===== src/rtl/burst_fill_responder.sv =====
// Memory-side responder for the cache fill port: fetches a 4-word line from a
// pipelined word-wide backend and streams it back, or forwards a single-word write.
module burst_fill_responder #(
    parameter int ADDR_WIDTH = 32,
    parameter int DATA_WIDTH = 16,
    parameter int MAX_OUTST  = 4
) (
    input  logic                  clk,
    input  logic                  reset,
    input  logic [ADDR_WIDTH-1:0] sdram_addr,
    input  logic                  sdram_req,
    input  logic                  sdram_rw,
    input  logic [DATA_WIDTH-1:0] data_to_sdram,
    output logic                  sdram_fill,
    output logic [DATA_WIDTH-1:0] data_from_sdram,
    output logic                  busy,
    output logic                  mem_req,
    output logic                  mem_we,
    output logic [ADDR_WIDTH-1:0] mem_addr,
    output logic [DATA_WIDTH-1:0] mem_wdata,
    input  logic                  mem_ack,
    input  logic                  mem_rvalid,
    input  logic [DATA_WIDTH-1:0] mem_rdata
);

    typedef enum logic [2:0] {
        IDLE,
        RD_FETCH,
        RD_STREAM,
        WR_ISSUE,
        HOLD
    } state_t;

    state_t                  r_state;
    state_t                  w_state_next;
    logic [ADDR_WIDTH-2:0]   r_addr;
    logic [DATA_WIDTH-1:0]   r_wdata;
    logic [2:0]              r_issue_cnt;
    logic [2:0]              r_recv_cnt;
    logic [1:0]              r_strm_cnt;
    logic                    r_wr_pend;
    logic                    r_fill;
    logic [DATA_WIDTH-1:0]   r_rdata_out;
    logic [DATA_WIDTH-1:0]   r_buf [0:3];

    logic [2:0]              w_outst;
    logic [1:0]              w_word_sel;
    logic                    w_buf_we;
    logic                    w_mem_req;
    logic                    w_mem_we;
    logic [ADDR_WIDTH-1:0]   w_mem_addr;
    logic [DATA_WIDTH-1:0]   w_mem_wdata;
    logic                    w_unused;

    assign w_unused   = sdram_addr[0];
    assign w_outst    = r_issue_cnt - r_recv_cnt;
    // Word order wraps within the line starting at the requested word.
    assign w_word_sel = r_addr[1:0] + r_issue_cnt[1:0];
    assign w_buf_we   = (r_state == RD_FETCH) && mem_rvalid;

    always_comb begin
        w_state_next = r_state;
        w_mem_req    = 1'b0;
        w_mem_we     = 1'b0;
        w_mem_addr   = '0;
        w_mem_wdata  = '0;
        case (r_state)
            IDLE: begin
                if (sdram_req) begin
                    w_state_next = sdram_rw ? RD_FETCH : WR_ISSUE;
                end
            end
            RD_FETCH: begin
                if ((r_issue_cnt < 3'd4) && (w_outst < 3'(MAX_OUTST))) begin
                    w_mem_req  = 1'b1;
                    w_mem_addr = {r_addr[ADDR_WIDTH-2:2], w_word_sel, 1'b0};
                end
                if (mem_rvalid && (r_recv_cnt == 3'd3)) begin
                    w_state_next = RD_STREAM;
                end
            end
            RD_STREAM: begin
                if (r_strm_cnt == 2'd3) begin
                    w_state_next = HOLD;
                end
            end
            WR_ISSUE: begin
                if (!r_wr_pend) begin
                    w_mem_req   = 1'b1;
                    w_mem_we    = 1'b1;
                    w_mem_addr  = {r_addr, 1'b0};
                    w_mem_wdata = r_wdata;
                end else begin
                    w_state_next = HOLD;
                end
            end
            HOLD: begin
                // Only a dropped request re-arms IDLE, so a served request is never taken twice.
                if (!sdram_req) begin
                    w_state_next = IDLE;
                end
            end
            default: w_state_next = IDLE;
        endcase
    end

    always_ff @(posedge clk) begin
        if (reset) begin
            r_state     <= IDLE;
            r_addr      <= '0;
            r_wdata     <= '0;
            r_issue_cnt <= '0;
            r_recv_cnt  <= '0;
            r_strm_cnt  <= '0;
            r_wr_pend   <= 1'b0;
            r_fill      <= 1'b0;
            r_rdata_out <= '0;
        end else begin
            r_state <= w_state_next;
            r_fill  <= 1'b0;
            case (r_state)
                IDLE: begin
                    if (sdram_req) begin
                        r_addr      <= sdram_addr[ADDR_WIDTH-1:1];
                        r_wdata     <= data_to_sdram;
                        r_issue_cnt <= '0;
                        r_recv_cnt  <= '0;
                        r_strm_cnt  <= '0;
                        r_wr_pend   <= 1'b0;
                    end
                end
                RD_FETCH: begin
                    if (w_mem_req && mem_ack) begin
                        r_issue_cnt <= r_issue_cnt + 3'd1;
                    end
                    if (mem_rvalid) begin
                        r_recv_cnt <= r_recv_cnt + 3'd1;
                    end
                end
                RD_STREAM: begin
                    r_fill      <= (r_strm_cnt == 2'd0);
                    r_rdata_out <= r_buf[r_strm_cnt];
                    r_strm_cnt  <= r_strm_cnt + 2'd1;
                end
                WR_ISSUE: begin
                    if (r_wr_pend) begin
                        r_fill <= 1'b1;
                    end else if (mem_ack) begin
                        r_wr_pend <= 1'b1;
                    end
                end
                default: ;
            endcase
        end
    end

    always_ff @(posedge clk) begin
        if (w_buf_we) begin
            r_buf[r_recv_cnt[1:0]] <= mem_rdata;
        end
    end

    assign sdram_fill      = r_fill;
    assign data_from_sdram = r_rdata_out;
    assign busy            = (r_state != IDLE);
    assign mem_req         = w_mem_req;
    assign mem_we          = w_mem_we;
    assign mem_addr        = w_mem_addr;
    assign mem_wdata       = w_mem_wdata;

endmodule


===== config.mk =====
export PLATFORM = sky130hd
export DESIGN_NAME = burst_fill_responder
export DESIGN_NICKNAME = d
export VERILOG_FILES = /design/src/rtl/burst_fill_responder.sv
export SDC_FILE = /design/constraint.sdc
export NUM_CORES = 1
export LEC_CHECK = 0
export CELL_PAD_IN_SITES_DETAIL_PLACEMENT = 1
export CELL_PAD_IN_SITES_GLOBAL_PLACEMENT = 2
export CORE_AREA = 2 2 143 145
export DETAILED_ROUTE_END_ITERATION = 16
export DIE_AREA = 0 0 145 147
export PLACE_DENSITY_LB_ADDON = 0.1
export SYNTH_ARGS = -nofsm -noshare
export SYNTH_HDL_FRONTEND = slang
export SYNTH_SLANG_ARGS = --single-unit

===== constraint.sdc =====
create_clock -name clk -period 2.8 [get_ports clk]
set_input_delay 0.42 -clock clk [delete_from_list [all_inputs] [get_ports clk]]
set_output_delay 0.42 -clock clk [all_outputs]
set_load 0.05 [all_outputs]

Yosys cells after proc, flatten, opt, wreduce, memory -nomap -nowiden
Memory sizes are Yosys's and may differ from the RTL's. A register that Yosys moved wholly into a read port is not among the register bits.
Index checks and enable logic that the tools add are counted.

word-level totals
  flip-flop bits (word level) = 60
  bits in writable memories = 64
  input bits = 70
  output and inout port bits = 68
  logic and storage cells = 76
  memories kept = 1

memory list
  memory  depth  width  read ports  clocked after Yosys merged registers in  wr ports  RTL line  source
  r_buf   4      16     1           1                                        1         44        logic [DATA_WIDTH-1:0] r_buf [0:3];

cells by class
  add/sub/neg operators = 5
  order comparisons = 2
  equality and inequality tests = 13
  multiplexer cells = 31
  reduce and logical (&&, ||, !) cells = 16

operator list
  operator                                                count
  2-to-1 mux 32 bit                                       2
  case mux 32 bit (2 select lines)                        1
  2-to-1 mux 16 bit                                       2
  2-to-1 mux 3 bit                                        8
  case mux 3 bit (5 select lines)                         1
  case mux 3 bit (2 select lines)                         2
  inequality test 2 bit (second input constant)           5
  equality test 3 x 2 -> 1 bit (second input constant)    3
  2-to-1 mux 1 bit                                        9
  adder 3 x 1 -> 3 bit (second input constant)            2
  < comparator 3 bit (second input constant)              2
  case mux 1 bit (2 select lines)                         3
  AND reduction 2 bit                                     3
  AND reduction 3 bit                                     2
  nonzero test 2 bit                                      3
  AND reduction 5 bit                                     1
  logical AND 1 bit                                       4
  2-to-1 mux 2 bit                                        2
  inequality test 2 x 1 -> 1 bit (second input constant)  2
  case mux 2 bit (2 select lines)                         1
  equality test 3 x 1 -> 1 bit (second input constant)    1
  equality test 3 bit (second input constant)             1
  zero test 3 bit                                         1
  nonzero test 3 bit                                      1
  other kinds (5)                                         5

Logic depth before layout (Yosys ltp)
Gate-level depths: netlist of the first run.

  depth after elaboration = 8
  depth in mapped cells = 8
  mapped depth without buffers = 6

Worst setup path after synthesis of the first run
OpenSTA, ideal clock, no wires.

  path kind = register -> output
  from = reg r_recv_cnt[1]
  to = out mem_addr[10]
  arrival time = 2,569 ps
  path slack = -189 ps
  cell stages (with the launch flop) = 7
  path buffers = 0
  path through = dfxtp_1 -> inv_1 -> ha_1 -> o21ai_0 -> o21ba_2 -> or3b_4 -> a21boi_0

on the way
  cells in the longest elaborated chain, start to end = 5

RTL lines
  item                              RTL line  source
  from (decl)                       39        logic [2:0] r_recv_cnt;
  from (signal assigned)            137       r_recv_cnt <= r_recv_cnt + 3'd1;
  subtractor 3 bit                  56        assign w_outst = r_issue_cnt - r_recv_cnt;
  < comparator 3 bit                74        if ((r_issue_cnt < 3'd4) && (w_outst < 3'(MAX_OUTST))) begin
  logical AND 1 bit                 74
  2-to-1 mux 32 bit                 74
  case mux 32 bit (2 select lines)  67        case (r_state)
  to (decl)                         19        output logic [ADDR_WIDTH-1:0] mem_addr,

No other way between the ends.

Worst setup path in the final report of the first run
  from = reg r_recv_cnt[1]
  to = out mem_addr[22]

The elaborated chain is that of the path after synthesis.

==> key figures, run 1 <==
Floorplanning
  • Die area: 21,300 um2
  • Die width: 145 um
  • # IOs: 138
  • Initial core utilization: 29.4%
  • Die H: 147 um
  • Row count: 52
  • Core region area: 19,800 um2

Cells and area
  • Filler instances: 2,091
  • Ant diodes: 0
  • Share of layout cells above drive strength 1: 24.7%
  • Nets: 744
  • P&R area growth vs syn: 51.5%
  • Final Non-Filler Cells: 947

STA
  • Worst slew pin tran: 631 ps
  • Tmin final: 2710 ps
  • Setup violations, final: 0
  • Fin crit share: 97.0%
  • Peak Freq: 368 MHz
  • TNS Setup: 0 ps
  • Unrepaired setup endpoints after global routing: no
  • Slew Viols, Final: 0
  • Final worst slack: 85.3 ps
  • Final hold violations: 0
  • Slew margin rel.: 57.9%
  • Skew final: 8.26 ps

Synth
  • Leading area contributor after synthesis: edfxtp_1
  • Post-synth ARST share: 0%
  • Synth warnings: 0
  • Seq/Total Area, Yosys: 58.9%
  • Most used DFF post-synth: dfxtp_1
  • Largest cells by area after synthesis: edfxtp_1, dfxtp_1, nand2_1, mux4_2, a21oi_1
  • Synth Instances: 525
  • Post-synth net total: 605
  • Flops & latches, synth: 140
  • Yosys top cell area share: 32.9%
  • Mapped Avg Cell Area: 11.1 um2
  • Post-synth EDFFs: 64
  • Synthesized area: 5840 um2
  • Unique masters post-synth: 45

Placed design
  • Hpwl dp: 10,300 um
  • Port Buf Inserts: 135
  • Placer Congestion: 0.743
  • Placed insts: 909
  • DP Worst Slack: 123 ps

Global routing
  • First-pass GRT wire length: 26,000 um
  • Vias in the first global route: 4,663
  • Gr usage total: 15.7%
  • Initial antenna violation count: 0
  • Total grt overflow: 0
  • Largest net degree at the start of global routing: 65

Route
  • Post-DRT Antenna Nets: 0
  • Vias: 4,407
  • Via density: 4.65
  • Initial DRT Pass Iterations: 4
  • Detailed Route Iter0 Violations: 118
  • Routed wire length: 16,300 um
  • Routed len/inst: 17.2 um
  • DRC violations left: 0

Critical path
  • Reg-to-reg slack, setup: 890 ps
  • Crit path arrival time: 2290 ps
  • Crit end category: output port
  • WS Path Type: register to output port
  • Data required, critical path: 2380 ps
  • Setup crit start kind: register
  • FF-to-FF End: r_issue_cnt[0]
  • Crit Path Max Fanout: 8
  • Reg-to-reg critical path startpoint: r_recv_cnt[1]
  • Worst Reg-to-Reg Cells: 7

Min path
  • Worst Hold Class: input pin to register
  • Worst hold path stage count: 2
  • Worst Hold End: r_addr[9]
  • HP Start: reset

Power
  • Seq pwr share: 41.2%
  • Total net switching power: 1450 uW
  • Sw frac: 26.4%
  • Peak VDD IR: 0.000393 V
  • Power share of the clock group: 43.3%
  • Comb pwr share: 15.6%
  • Leakage Power: 0.00306 uW
  • Power Dens Cells: 621 nW/um2
  • Pint: 4050 uW

Clocking
  • CTS Root Cell: clkbuf_16
  • Hold-fix buffers at CTS: 0
  • CTS tree: done
  • Clock Tree Buf Depth: 2
  • Clk_lat worst skew: 420 ps
  • H-tree levels: 4
  • Total CTS buffers: 17
  • CTS sink count: 140
  • CTS clk-pin slew, worst paths: 70 ps

Run
  • # Max-Cap Violations: 0

Run status
  • Status: finished clean
[worst max path at each step]
stage	slack (ps)	start	end
floorplan	50	r_recv_cnt[1]	mem_addr[12]
global placement	200	r_recv_cnt[1]	mem_addr[23]
detailed placement	120	r_recv_cnt[1]	mem_addr[3]
CTS	20	r_recv_cnt[1]	mem_addr[12]
global route	5	r_state[2]	mem_wdata[2]
finish	90	r_recv_cnt[1]	mem_addr[22]
[stage by stage]
| stage | instance area (um2) | utilization (%) | hold slack (ps) | total power [uW] |
|---|---|---|---|---|
| after floorplan | 5840 | - | 432 | 2760 |
| after global placement | 7990 | 40.3 | 437 | 3090 |
| after detailed placement | 7990 | 40.3 | 443 | 3120 |
| after CTS | 8770 | 44.2 | 352 | 5570 |
| after global routing | 8850 | 44.6 | 362 | 5730 |
| final | 8850 | 44.6 | 368 | 5500 |
[state kept, by name, summed over array words and instances (netlist names)]
name / count
data_from_sdram: 16
r_addr: 31
r_buf: 64
r_issue_cnt: 3
r_recv_cnt: 3
r_state: 3
r_strm_cnt: 2
r_wdata: 16
r_wr_pend: 1
sdram_fill: 1
[cells in the final DEF, fill, tap and decap left out, types with 3 or more instances in the layout]
| cell | instances |
|---|---|
| a21boi_2 | 19 |
| a21boi_4 | 10 |
| a21oi_1 | 69 |
| and2_1 | 20 |
| buf_12 | 52 |
| buf_4 | 18 |
| bufinv_16 | 3 |
| clkbuf_16 | 17 |
| clkdlybuf4s50_1 | 85 |
| dfxtp_1 | 74 |
| edfxtp_1 | 64 |
| ha_1 | 9 |
| inv_1 | 6 |
| inv_6 | 4 |
| mux4_2 | 16 |
| nand2_1 | 134 |
| nand3b_1 | 3 |
| nor2_1 | 13 |
| nor3_1 | 7 |
| or3b_4 | 4 |
[power groups by stage]
stage	logic (uW)	registers (uW)	clock network, uW
6_report	856	2260	2380
5_1_grt	922	2270	2530
4_1_cts	853	2260	2450
3_5_place_dp	807	2310	0
3_3_place_gp	788	2300	0
2_1_floorplan	427	2340	0
[final cells by class]
type                    count  area (um2)  share of cell area [%]
repair buffers            156        2030                    23.0
multi-input cells         342        2390                    27.0
clock buffers              18         439                    4.96
clock inverters            14         184                    2.08
inverters                   7        26.3                   0.297
well taps                 270         338                    3.82
flip-flops and latches    140        3450                    38.9
[metal layers]
| layer | track usage [%] | routed length, um | vias up |
|---|---|---|---|
| li1 | - | - | 2115 |
| met1 | 19.4 | 7180 | 2171 |
| met2 | 27.2 | 8260 | 105 |
| met3 | 4.38 | 700 | 16 |
| met5 | 0 | 0 | - |
| met4 | 4.21 | 173 | 0 |
[synth_stat cells (2+ instances only)]
| cell | n |
|---|---|
| a21boi_1 | 17 |
| a21boi_2 | 11 |
| a21oi_1 | 69 |
| a22oi_1 | 2 |
| a31oi_1 | 2 |
| and2_1 | 20 |
| buf_2 | 12 |
| buf_4 | 3 |
| buf_6 | 4 |
| clkbuf_1 | 20 |
| dfxtp_1 | 76 |
| edfxtp_1 | 64 |
| ha_1 | 10 |
| inv_1 | 7 |
| mux2_2 | 2 |
| mux2i_1 | 2 |
| mux4_2 | 16 |
| nand2_1 | 134 |
| nand2b_1 | 2 |
| nand3_1 | 2 |
| nand3b_1 | 3 |
| nor2_1 | 13 |
| nor2b_1 | 2 |
| nor3_1 | 7 |
| nor4b_4 | 2 |
| o21ai_0 | 2 |
| o22a_1 | 2 |
| xor2_1 | 2 |
[logic make-up after synthesis]
logic type	count (synthesis)	share of synthesized area [%]
flip-flops	140	58.9
AND/OR/NAND/NOR	195	15.7
multiplexers	20	6.90
buffers and inverters	46	3.92
XOR/XNOR	2	0.300
other	1	0.0642
adder cells (fa/ha/maj)	10	2.14
AO/OA/AOI/OAI	111	12.0
[what timing repair did]
action / CTS / global route
cloned: 3 / 0
setup endpoints to repair: 31 / 32
pin swaps: 10 / 9
buffers inserted: 1 / 2
resized for setup: 29 / 12
[worst max-delay path, cell delays in order, from the launching register on]
cell and delay [ps]:
dfxtp_2 360, inv_2 70, ha_4 230, o21ai_2 110, o21ba_4 200, or3b_4 540, a21boi_2 230, buf_12 150
Power figures use the tool's default switching activity.
==> inputs of run 2 (changes only) <==
--- a/config.mk
+++ b/config.mk
@@ -8,6 +8,7 @@
 export CELL_PAD_IN_SITES_DETAIL_PLACEMENT = 1
 export CELL_PAD_IN_SITES_GLOBAL_PLACEMENT = 2
 export CORE_AREA = 2 2 143 145
+export CTS_CLUSTER_DIAMETER = 200
 export DETAILED_ROUTE_END_ITERATION = 16
 export DIE_AREA = 0 0 145 147
 export PLACE_DENSITY_LB_ADDON = 0.1
==> results of run 2 <==
Same layout as run 1: the final DEF is identical, and so are final timing and power.
==> inputs of run 3 (changes only) <==
--- a/config.mk
+++ b/config.mk
@@ -9,6 +9,7 @@
 export CELL_PAD_IN_SITES_GLOBAL_PLACEMENT = 2
 export CORE_AREA = 2 2 143 145
 export CTS_CLUSTER_DIAMETER = 200
+export CTS_CLUSTER_SIZE = 16
 export DETAILED_ROUTE_END_ITERATION = 16
 export DIE_AREA = 0 0 145 147
 export PLACE_DENSITY_LB_ADDON = 0.1
==> results of run 3 <==
Same layout as run 1: the final DEF is identical, and so are final timing and power.
==> patch (config.mk and constraints of run 1) <==
Change the parameter `ADDR_WIDTH` from 32 to 28.
--- a/src/rtl/burst_fill_responder.sv
+++ b/src/rtl/burst_fill_responder.sv
@@ -3,3 +3,3 @@
 module burst_fill_responder #(
-    parameter int ADDR_WIDTH = 32,
+    parameter int ADDR_WIDTH = 28,
     parameter int DATA_WIDTH = 16,
Interface: changed (resized mem_addr and sdram_addr); port bits go from 138 to 130. No check against the original RTL was run, so the function may have changed too.
==> patch against run 1 <==
- sequential cell count shrank 4
- total power shrank 7.5%
- via count shrank 6.3%
- worst hold slack gained 0.082 ns
- critical path depth grew 1
- non-clock buffer count shrank 11
- first-iteration DRC count grew 2.5%
- design area shrank 5.6%
- synthesized area shrank 2.9%
- routed wire length shrank 7.5%
- worst setup slack gained 0.071 ns
==> patch: results (changes against run 1) <==
status finished, final reports clean; reg-to-reg startpoint r_state[0]; Worst path max stage delay 0.38 ns (-0.16 ns); Slew Limit Headroom 60.75% (+2.9 points); Synth Area in Adders 2.206% (+0.064 points); signal buffers share of area 22.61% (-0.34 points); Non-Filler Instances 910 (-3.9%); top post-synthesis cells by area edfxtp_1 34%, dfxtp_1 25%, nand2_1 8.3%; Yosys reg bits 136 (-2.9%); global routing met3 resource utilization 3.665% (-0.71 points); multi-input combinational area share 26.09% (-0.89 points); Hold WS 0.4494 ns (+0.08172 ns); clk cell area share 6.620% (-0.42 points); vias 4,130 (-6.3%); global-route usage over all layers 14.77% (-0.96 points); placed cell areas 7682 um2 (-3.8%); Post-synth top cells 125 x nand2_1, 72 x dfxtp_1, 64 x a21oi_1, 64 x edfxtp_1, 20 x and2_1; layout cells sized above 1 23.75% (-0.92 points); hold crit path type register to register; non-clock buffer count in the final layout 145 (-7.1%); Compound-Gate Fraction of Synth Area 10.98% (-1.0 points); Hold Path End r_addr[17]; sequential-to-total area share from yosys stat 59.29% (+0.36 points); Arrival @ worst endpoint 2.22 ns (-0.07 ns); first-pass GRT wire length 24.25 mm (-6.7%); DRT iter0 DRCs 121 (+2.5%); Synth Area in XOR/XNOR 0.3088% (+0.0090 points); dpl cells 878 (-3.4%); RePlAce Congestion 0.7057 (-5.0%); Final Routed Wirelength 15.10 mm (-7.5%); met2 global-route usage 25.21% (-2.0 points); post-CTS sizing 17 (-41%); VDD IR max 0.0004089 V (+4.1%)
[patch: per-layer routing]
layer / vias to the layer above / part of all wire (%)
li1: 2008 / -
met1: 1999 / 44
met2: 109 / 50
met3: 14 / 4.0
met4: 0 / 1.2
met5: - / 0
[patch: logic make-up after synthesis]
family	count (synthesis)
flip-flops	136
buffers and inverters	42
other	1
XOR/XNOR	2
AND/OR/NAND/NOR	182
adder cells (fa/ha/maj)	10
AO/OA/AOI/OAI	104
multiplexers	21
[patch: worst max-delay path: cells and delay by family, from the launching register on]
family / cells / cell delay [ns]
AND/OR/NAND/NOR: 1 / 0.13
flip-flops: 1 / 0.38
AO/OA/AOI/OAI: 3 / 0.51
buffers and inverters: 3 / 0.49
adder cells (fa/ha/maj): 1 / 0.30
[patch: power breakdown]
group | leakage, uW | switching (uW) | internal (uW)
logic | 0.00146 | 446 | 352
registers | 0.00117 | 43.6 | 2170
clock network | 0.000267 | 904 | 1180
total | 0.00289 | 1390 | 3700
